<file path="src/rtl/block_mover.sv">
// Sweeps the current row's block across the playfield in whole-cell steps and,
// on a stop press, trims it to its overlap with the previous row's block.
module block_mover #(
   parameter int FIELD_W  = 320,
   parameter int CELL_W   = 16,
   parameter int TICK_DIV = 1000000
) (
   input  logic       clk,
   input  logic       resetn,
   input  logic       start,
   input  logic       stop_btn,
   input  logic       first_row,
   input  logic [3:0] init_size,
   input  logic [8:0] prev_block_start,
   input  logic [8:0] prev_block_end,
   input  logic [3:0] prev_block_size,
   output logic [8:0] curr_block_start,
   output logic [8:0] curr_block_end,
   output logic [3:0] curr_block_size,
   output logic       stop_true,
   output logic       intersect_true,
   output logic       moving
);

   localparam int         MAX_CELLS = FIELD_W / CELL_W;
   localparam int         CELL_SH   = $clog2(CELL_W);
   localparam int         TW        = $clog2(TICK_DIV);
   localparam logic [9:0] FIELD10   = 10'(FIELD_W);
   localparam logic [9:0] CELL10    = 10'(CELL_W);
   localparam logic [9:0] MAX10     = 10'(MAX_CELLS);
   localparam logic [TW-1:0] TICK_LAST = TW'(TICK_DIV - 1);
   localparam logic       DIR_RIGHT = 1'b0;
   localparam logic       DIR_LEFT  = 1'b1;

   typedef enum logic [1:0] {S_IDLE, S_MOVE, S_RESOLVE, S_REPORT} state_t;

   state_t          r_state;
   state_t          w_next_state;
   logic [8:0]      r_start;
   logic [8:0]      r_end;
   logic [3:0]      r_size;
   logic            r_dir;
   logic            r_isect;
   logic [TW-1:0]   r_tick;

   logic [3:0]      w_req_size;
   logic [3:0]      w_load_size;
   logic [9:0]      w_load_width;
   logic            w_accept;
   logic [9:0]      w_width;
   logic [9:0]      w_start10;
   logic            w_wrap;
   logic [9:0]      w_next_start;
   logic            w_next_dir;
   logic [8:0]      w_max_s;
   logic [8:0]      w_min_e;
   logic [8:0]      w_ov_s;
   logic [8:0]      w_ov_e;
   logic            w_isect;
   logic [9:0]      w_ov_len;
   logic [3:0]      w_ov_size;

   // Row load: size source, saturation to the field width, zero-size rejection
   assign w_req_size   = first_row ? init_size : prev_block_size;
   assign w_load_size  = ({6'd0, w_req_size} > MAX10) ? MAX10[3:0] : w_req_size;
   assign w_load_width = {6'd0, w_load_size} << CELL_SH;
   assign w_accept     = (r_state == S_IDLE) && start && (w_load_size != 4'd0);

   assign w_width   = {6'd0, r_size} << CELL_SH;
   assign w_start10 = {1'b0, r_start};
   assign w_wrap    = (r_tick == TICK_LAST);

   // One movement step; the edge cases clamp to the wall and turn around
   always_comb begin
      w_next_start = w_start10;
      w_next_dir   = r_dir;
      if (r_dir == DIR_RIGHT) begin
         if (w_start10 + w_width + CELL10 > FIELD10) begin
            w_next_start = FIELD10 - w_width;
            w_next_dir   = DIR_LEFT;
         end else begin
            w_next_start = w_start10 + CELL10;
         end
      end else begin
         if (w_start10 < CELL10) begin
            w_next_start = 10'd0;
            w_next_dir   = DIR_RIGHT;
         end else begin
            w_next_start = w_start10 - CELL10;
         end
      end
   end

   // Overlap with the previous block; on the first row the whole block survives
   assign w_max_s   = (r_start > prev_block_start) ? r_start : prev_block_start;
   assign w_min_e   = (r_end < prev_block_end) ? r_end : prev_block_end;
   assign w_ov_s    = first_row ? r_start : w_max_s;
   assign w_ov_e    = first_row ? r_end : w_min_e;
   assign w_isect   = (w_ov_s <= w_ov_e);
   assign w_ov_len  = {1'b0, w_ov_e} - {1'b0, w_ov_s} + 10'd1;
   assign w_ov_size = 4'(w_ov_len >> CELL_SH);

   always_ff @(posedge clk) begin
      if (!resetn) r_state <= S_IDLE;
      else         r_state <= w_next_state;
   end

   always_comb begin
      w_next_state = r_state;
      case (r_state)
         S_IDLE:    if (w_accept) w_next_state = S_MOVE;
         S_MOVE:    if (stop_btn) w_next_state = S_RESOLVE;
         S_RESOLVE: w_next_state = S_REPORT;
         S_REPORT:  w_next_state = S_IDLE;
         default:   w_next_state = S_IDLE;
      endcase
   end

   always_comb begin
      moving         = (r_state == S_MOVE);
      stop_true      = (r_state == S_REPORT);
      intersect_true = (r_state == S_REPORT) && r_isect;
   end

   // Block position/size; a stop on the wrap cycle suppresses that step
   always_ff @(posedge clk) begin
      if (!resetn) begin
         r_start <= 9'd0;
         r_end   <= 9'd0;
         r_size  <= 4'd0;
         r_dir   <= DIR_RIGHT;
         r_isect <= 1'b0;
         r_tick  <= '0;
      end else begin
         case (r_state)
            S_IDLE: begin
               if (w_accept) begin
                  r_start <= 9'd0;
                  r_size  <= w_load_size;
                  r_end   <= 9'(w_load_width - 10'd1);
                  r_dir   <= DIR_RIGHT;
                  r_tick  <= '0;
               end
            end
            S_MOVE: begin
               if (!stop_btn) begin
                  if (w_wrap) begin
                     r_tick  <= '0;
                     r_start <= 9'(w_next_start);
                     r_end   <= 9'(w_next_start + w_width - 10'd1);
                     r_dir   <= w_next_dir;
                  end else begin
                     r_tick <= r_tick + TW'(1);
                  end
               end
            end
            S_RESOLVE: begin
               r_isect <= w_isect;
               if (w_isect) begin
                  r_start <= w_ov_s;
                  r_end   <= w_ov_e;
                  r_size  <= w_ov_size;
               end else begin
                  r_size  <= 4'd0;
               end
            end
            default: ;
         endcase
      end
   end

   assign curr_block_start = r_start;
   assign curr_block_end   = r_end;
   assign curr_block_size  = r_size;

endmodule

</file>
<file path="config.mk">
export PLATFORM = sky130hd
export DESIGN_NAME = block_mover
export DESIGN_NICKNAME = d
export VERILOG_FILES = /design/src/rtl/block_mover.sv
export SDC_FILE = /design/constraint.sdc
export NUM_CORES = 1
export LEC_CHECK = 0
export CAP_MARGIN = 30
export CORE_ASPECT_RATIO = 2
export CORE_MARGIN = 3
export CORE_UTILIZATION = 40
export CTS_CLUSTER_SIZE = 14
export DETAILED_ROUTE_END_ITERATION = 6
export PLACE_DENSITY_LB_ADDON = 0.15
export SETUP_SLACK_MARGIN = 0.02
export SLEW_MARGIN = 15
export SYNTH_ARGS = -nofsm -noshare
export SYNTH_HDL_FRONTEND = slang
export SYNTH_SLANG_ARGS = --single-unit
</file>
<file path="constraint.sdc">
create_clock -name clk -period 5.05 [get_ports clk]
set_input_delay 0.7575 -clock clk [delete_from_list [all_inputs] [get_ports clk]]
set_output_delay 0.7575 -clock clk [all_outputs]
set_load 0.02 [all_outputs]
</file>
==> impl_metrics.env, run 1 <==
export IMPL_die_area_um2=12320
export IMPL_worst_r2r_setup_slack_ns=0.56
export IMPL_htreeDepth=2
export IMPL_clock_sinks=46
export IMPL_cp_arrival_ns=5.05
export IMPL_yosys_mux_area_fraction=0.04426
export IMPL_grt_overflow=0
export IMPL_synth_xor_area_frac=0.06910
export IMPL_port_buffer_count=55
export IMPL_drv_slew=0
export IMPL_cp_start_kind="primary input"
export IMPL_worstSetupPathType="in -> reg"
export IMPL_critical_path_top_delay_family="compound AO/OA/AOI/OAI gates"
export IMPL_areaGrowthSynthToFinish_pct=26.18
export IMPL_layout_cells_most_common_list="ha_1 (63), inv_1 (60), clkdlybuf4s50_1 (55)"
export IMPL_synth_top_family_by_area="compound AO/OA/AOI/OAI gates"
export IMPL_synth_compound_area_frac=0.2099
export IMPL_fin_crit_sh=0.9691
export IMPL_dr_total_vias=4292
export IMPL_crit_chain="clkdlybuf4s50_1, inv_1, ha_1, a21o_1, a221o_1, a221oi_2, a31oi_1, buf_4, nand2_1, o21ai_2, ha_1, inv_1, fa_1, nand2_1, o21bai_1, a21o_1, maj3_1, a21oi_1, xnor2_1, a31oi_1, a21oi_1"
export IMPL_cts_max_path_buffers=2
export IMPL_tightest_slew_ns=0.7241
export IMPL_setup_viol=0
export IMPL_min_path_type="reg -> reg"
export IMPL_numCtsBuffers=5
export IMPL_drc_errors=0
export IMPL_cap_viol_max_count=0
export IMPL_syn_inst=557
export IMPL_grt_max_degree=32
export IMPL_yosysWarnings=0
export IMPL_synth_ff_latch_count=46
export IMPL_synth_area_leader_cell="dfxtp_1"
export IMPL_grt_pass1_wl_um=21250
export IMPL_synth_top_cell_area_share=0.2102
export IMPL_drive_gt1_frac=0.1121
export IMPL_core_um2=10610
export IMPL_r2r_start="curr_block_start[6]$_SDFFE_PN0P_"
export IMPL_synth_flop_cell="dfxtp_1"
export IMPL_skew_ns=0.005320
export IMPL_total_leakage_power_nw=2.409
export IMPL_final_common_cell="ha_1"
export IMPL_synth_top_cells_by_area="dfxtp_1 (21%), ha_1 (18%), inv_1 (5.1%)"
export IMPL_crit_fanout=9
export IMPL_cts_setup_buffers=0
export IMPL_dr_pass1_iters=4
export IMPL_synth_fa_ha_area_frac=0.1959
export IMPL_slew_headroom=0.5112
export IMPL_fmax_ghz=0.2043
export IMPL_insertion_delay_ns=0.29
export IMPL_rows=53
export IMPL_fin_crit_ns=4.894
export IMPL_synth_seq_area_share=0.2102
export IMPL_min_path_cells=2
export IMPL_synthSimpleGateAreaFrac=0.1987
export IMPL_synth_avg_cell_area_um2=7.867
export IMPL_ios=56
export IMPL_end_kind="flip-flop"
export IMPL_outcome="completed"
export IMPL_chipHeight_um=154.0
export IMPL_power_mw=2.437
export IMPL_route_detailed_wl_per_inst_um=17.40
export IMPL_critPathRequiredTime_ns=5.20
export IMPL_holdPathEnd="r_tick[17]$_SDFFE_PN0P_"
export IMPL_totalWireLength_um=13550
export IMPL_drtAntennaViolNets=0
export IMPL_cp_slowest_cell="clkdlybuf4s50_1"
export IMPL_power_density_nw_per_um2=440.7
export IMPL_nets=738
export IMPL_setup_tns_ns=0
export IMPL_critPathBufInv=4
export IMPL_root_buffer="clkbuf_16"
export IMPL_vias_per_cell=5.510
export IMPL_max_stage_delay_ns=0.48
export IMPL_syn_area_um2=4382
export IMPL_clk_pin_slew_ns=0.07
export IMPL_ir_worst_vdd_mv=0.2805
export IMPL_hp_start="r_tick[17]$_SDFFE_PN0P_"
export IMPL_die_w_um=80.01
export IMPL_grt_pass1_vias=4419
export IMPL_synth_cell_types=70
export IMPL_start_util=0.4130
export IMPL_rsz0062_at_grt="true"
export IMPL_drtIter0Drc=168
export IMPL_routabilityCongestion=0.8986
export IMPL_synth_edf_count=0
export IMPL_cts_resized=2
export IMPL_cts_tree="yes"
export IMPL_synth_async_reset_ratio=0
export IMPL_cts_hold_buf=0
export IMPL_hold_viol=0
export IMPL_timing_rr_end="curr_block_end[8]$_SDFFE_PN0P_"
export IMPL_dp_hpwl_um=11250
export IMPL_r2r_cells=20
export IMPL_grt_usage=0.2206
export IMPL_diodes=0
export IMPL_antenna_found_initial=0
export IMPL_syn_nets=654
==> cells in the mapped netlist, types with 5 or more instances <==
cell       instances
a21o_1             6
a21oi_1           32
a31oi_1            8
and2_1             8
and3_1             5
clkbuf_1          15
dfxtp_1           46
ha_1              63
inv_1             60
mux2i_1           16
nand2_1           47
nand2b_1           5
nand3_1           20
nand4_1            6
nor2_1            44
nor2b_1            6
nor3_1             9
o21ai_0           31
o21ai_1            6
o2bb2ai_1          6
or3_1              5
xnor2_1           15
xor2_1            17
==> layout make-up <==
| type | instances | area, um^2 |
|---|---|---|
| Sequential cell | 46 | 920.9 |
| Clock buffer | 6 | 138.9 |
| Fill cell | 1079 | 5081 |
| Timing Repair Buffer | 97 | 890.9 |
| Tap cell | 137 | 171.4 |
| Inverter | 61 | 229.0 |
| Multi-Input combinational cell | 430 | 3166 |
| Clock inverter | 2 | 12.51 |
==> worst reg2reg max path: stages, from the launching register on <==
cell	delay, ns
dfxtp_1	0.65
ha_1	0.27
inv_1	0.07
fa_1	0.45
xnor2_1	0.15
o22ai_1	0.24
and2_1	0.30
nor2b_1	0.08
a211o_1	0.29
nand3b_1	0.10
ha_1	0.23
inv_1	0.06
ha_1	0.28
nand3_1	0.11
o211ai_1	0.10
o21ai_0	0.24
nand2b_1	0.08
a21oi_1	0.16
xnor3_1	0.27
a21oi_1	0.15
o22ai_1	0.10
==> where the power goes <==
group	leakage, nW	internal [mW]	switching (mW)
clock network	0.0729	0.196	0.148
registers	0.374	0.418	0.0596
logic	1.96	0.700	0.914
==> layer usage <==
metal / GRT usage / up-vias / part of all wire
li1: - / 2139 / -
met1: 0.2009 / 2043 / 0.34
met2: 0.4403 / 72 / 0.58
met3: 0.02052 / 38 / 0.018
met4: 0.1330 / 0 / 0.064
met5: 0 / - / 0
==> per-stage QoR <==
step                utilization  setup WS (ns)  cells  area, um^2  hold slack, ns
finish                   0.5211         0.1559    779        5529          0.5116
global route             0.5211      -0.008430    779        5529          0.5265
CTS                      0.5192        0.09350    779        5509          0.5115
detailed placement       0.5050        -0.2885    771        5358          0.5020
global placement         0.5050        -0.2275    771        5358          0.4816
floorplan                     -         0.4913    557        4382          0.4713
==> worst max path at each step <==
stage | startpoint | end | slack, ns | depth (start not counted)
after floorplan | prev_block_start[3] | curr_block_size[3]$_SDFFE_PN0P_ | 0.49 | 19
final | prev_block_start[3] | curr_block_size[2]$_SDFFE_PN0P_ | 0.16 | 21
after global routing | prev_block_start[3] | curr_block_size[2]$_SDFFE_PN0P_ | -0.008 | 21
after CTS | prev_block_start[3] | curr_block_size[2]$_SDFFE_PN0P_ | 0.09 | 20
after global placement | prev_block_start[3] | curr_block_size[3]$_SDFFE_PN0P_ | -0.23 | 20
after detailed placement | prev_block_start[3] | curr_block_size[3]$_SDFFE_PN0P_ | -0.29 | 20
==> state kept, by name, indices dropped and copies added, names as in the netlist <==
| register | flops |
|---|---|
| curr_block_end | 9 |
| curr_block_size | 4 |
| curr_block_start | 9 |
| r_dir | 1 |
| r_isect | 1 |
| r_state | 2 |
| r_tick | 20 |
==> cells by family after synthesis <==
group | count (synthesis)
AOI/OAI and AO/OA | 135
DFF | 46
muxes | 19
buffers and inverters | 81
xor gates and xnor gates | 33
and+or+nand+nor | 176
adders and majority gates | 67
Note: power is estimated with default switching activity, not from simulation.
==> inputs of run 2 (changes only) <==
Settings changed: CAP_MARGIN 30 to default.
==> results of run 2 <==
Same layout as run 1: the final DEF is identical, and so are final timing and power.
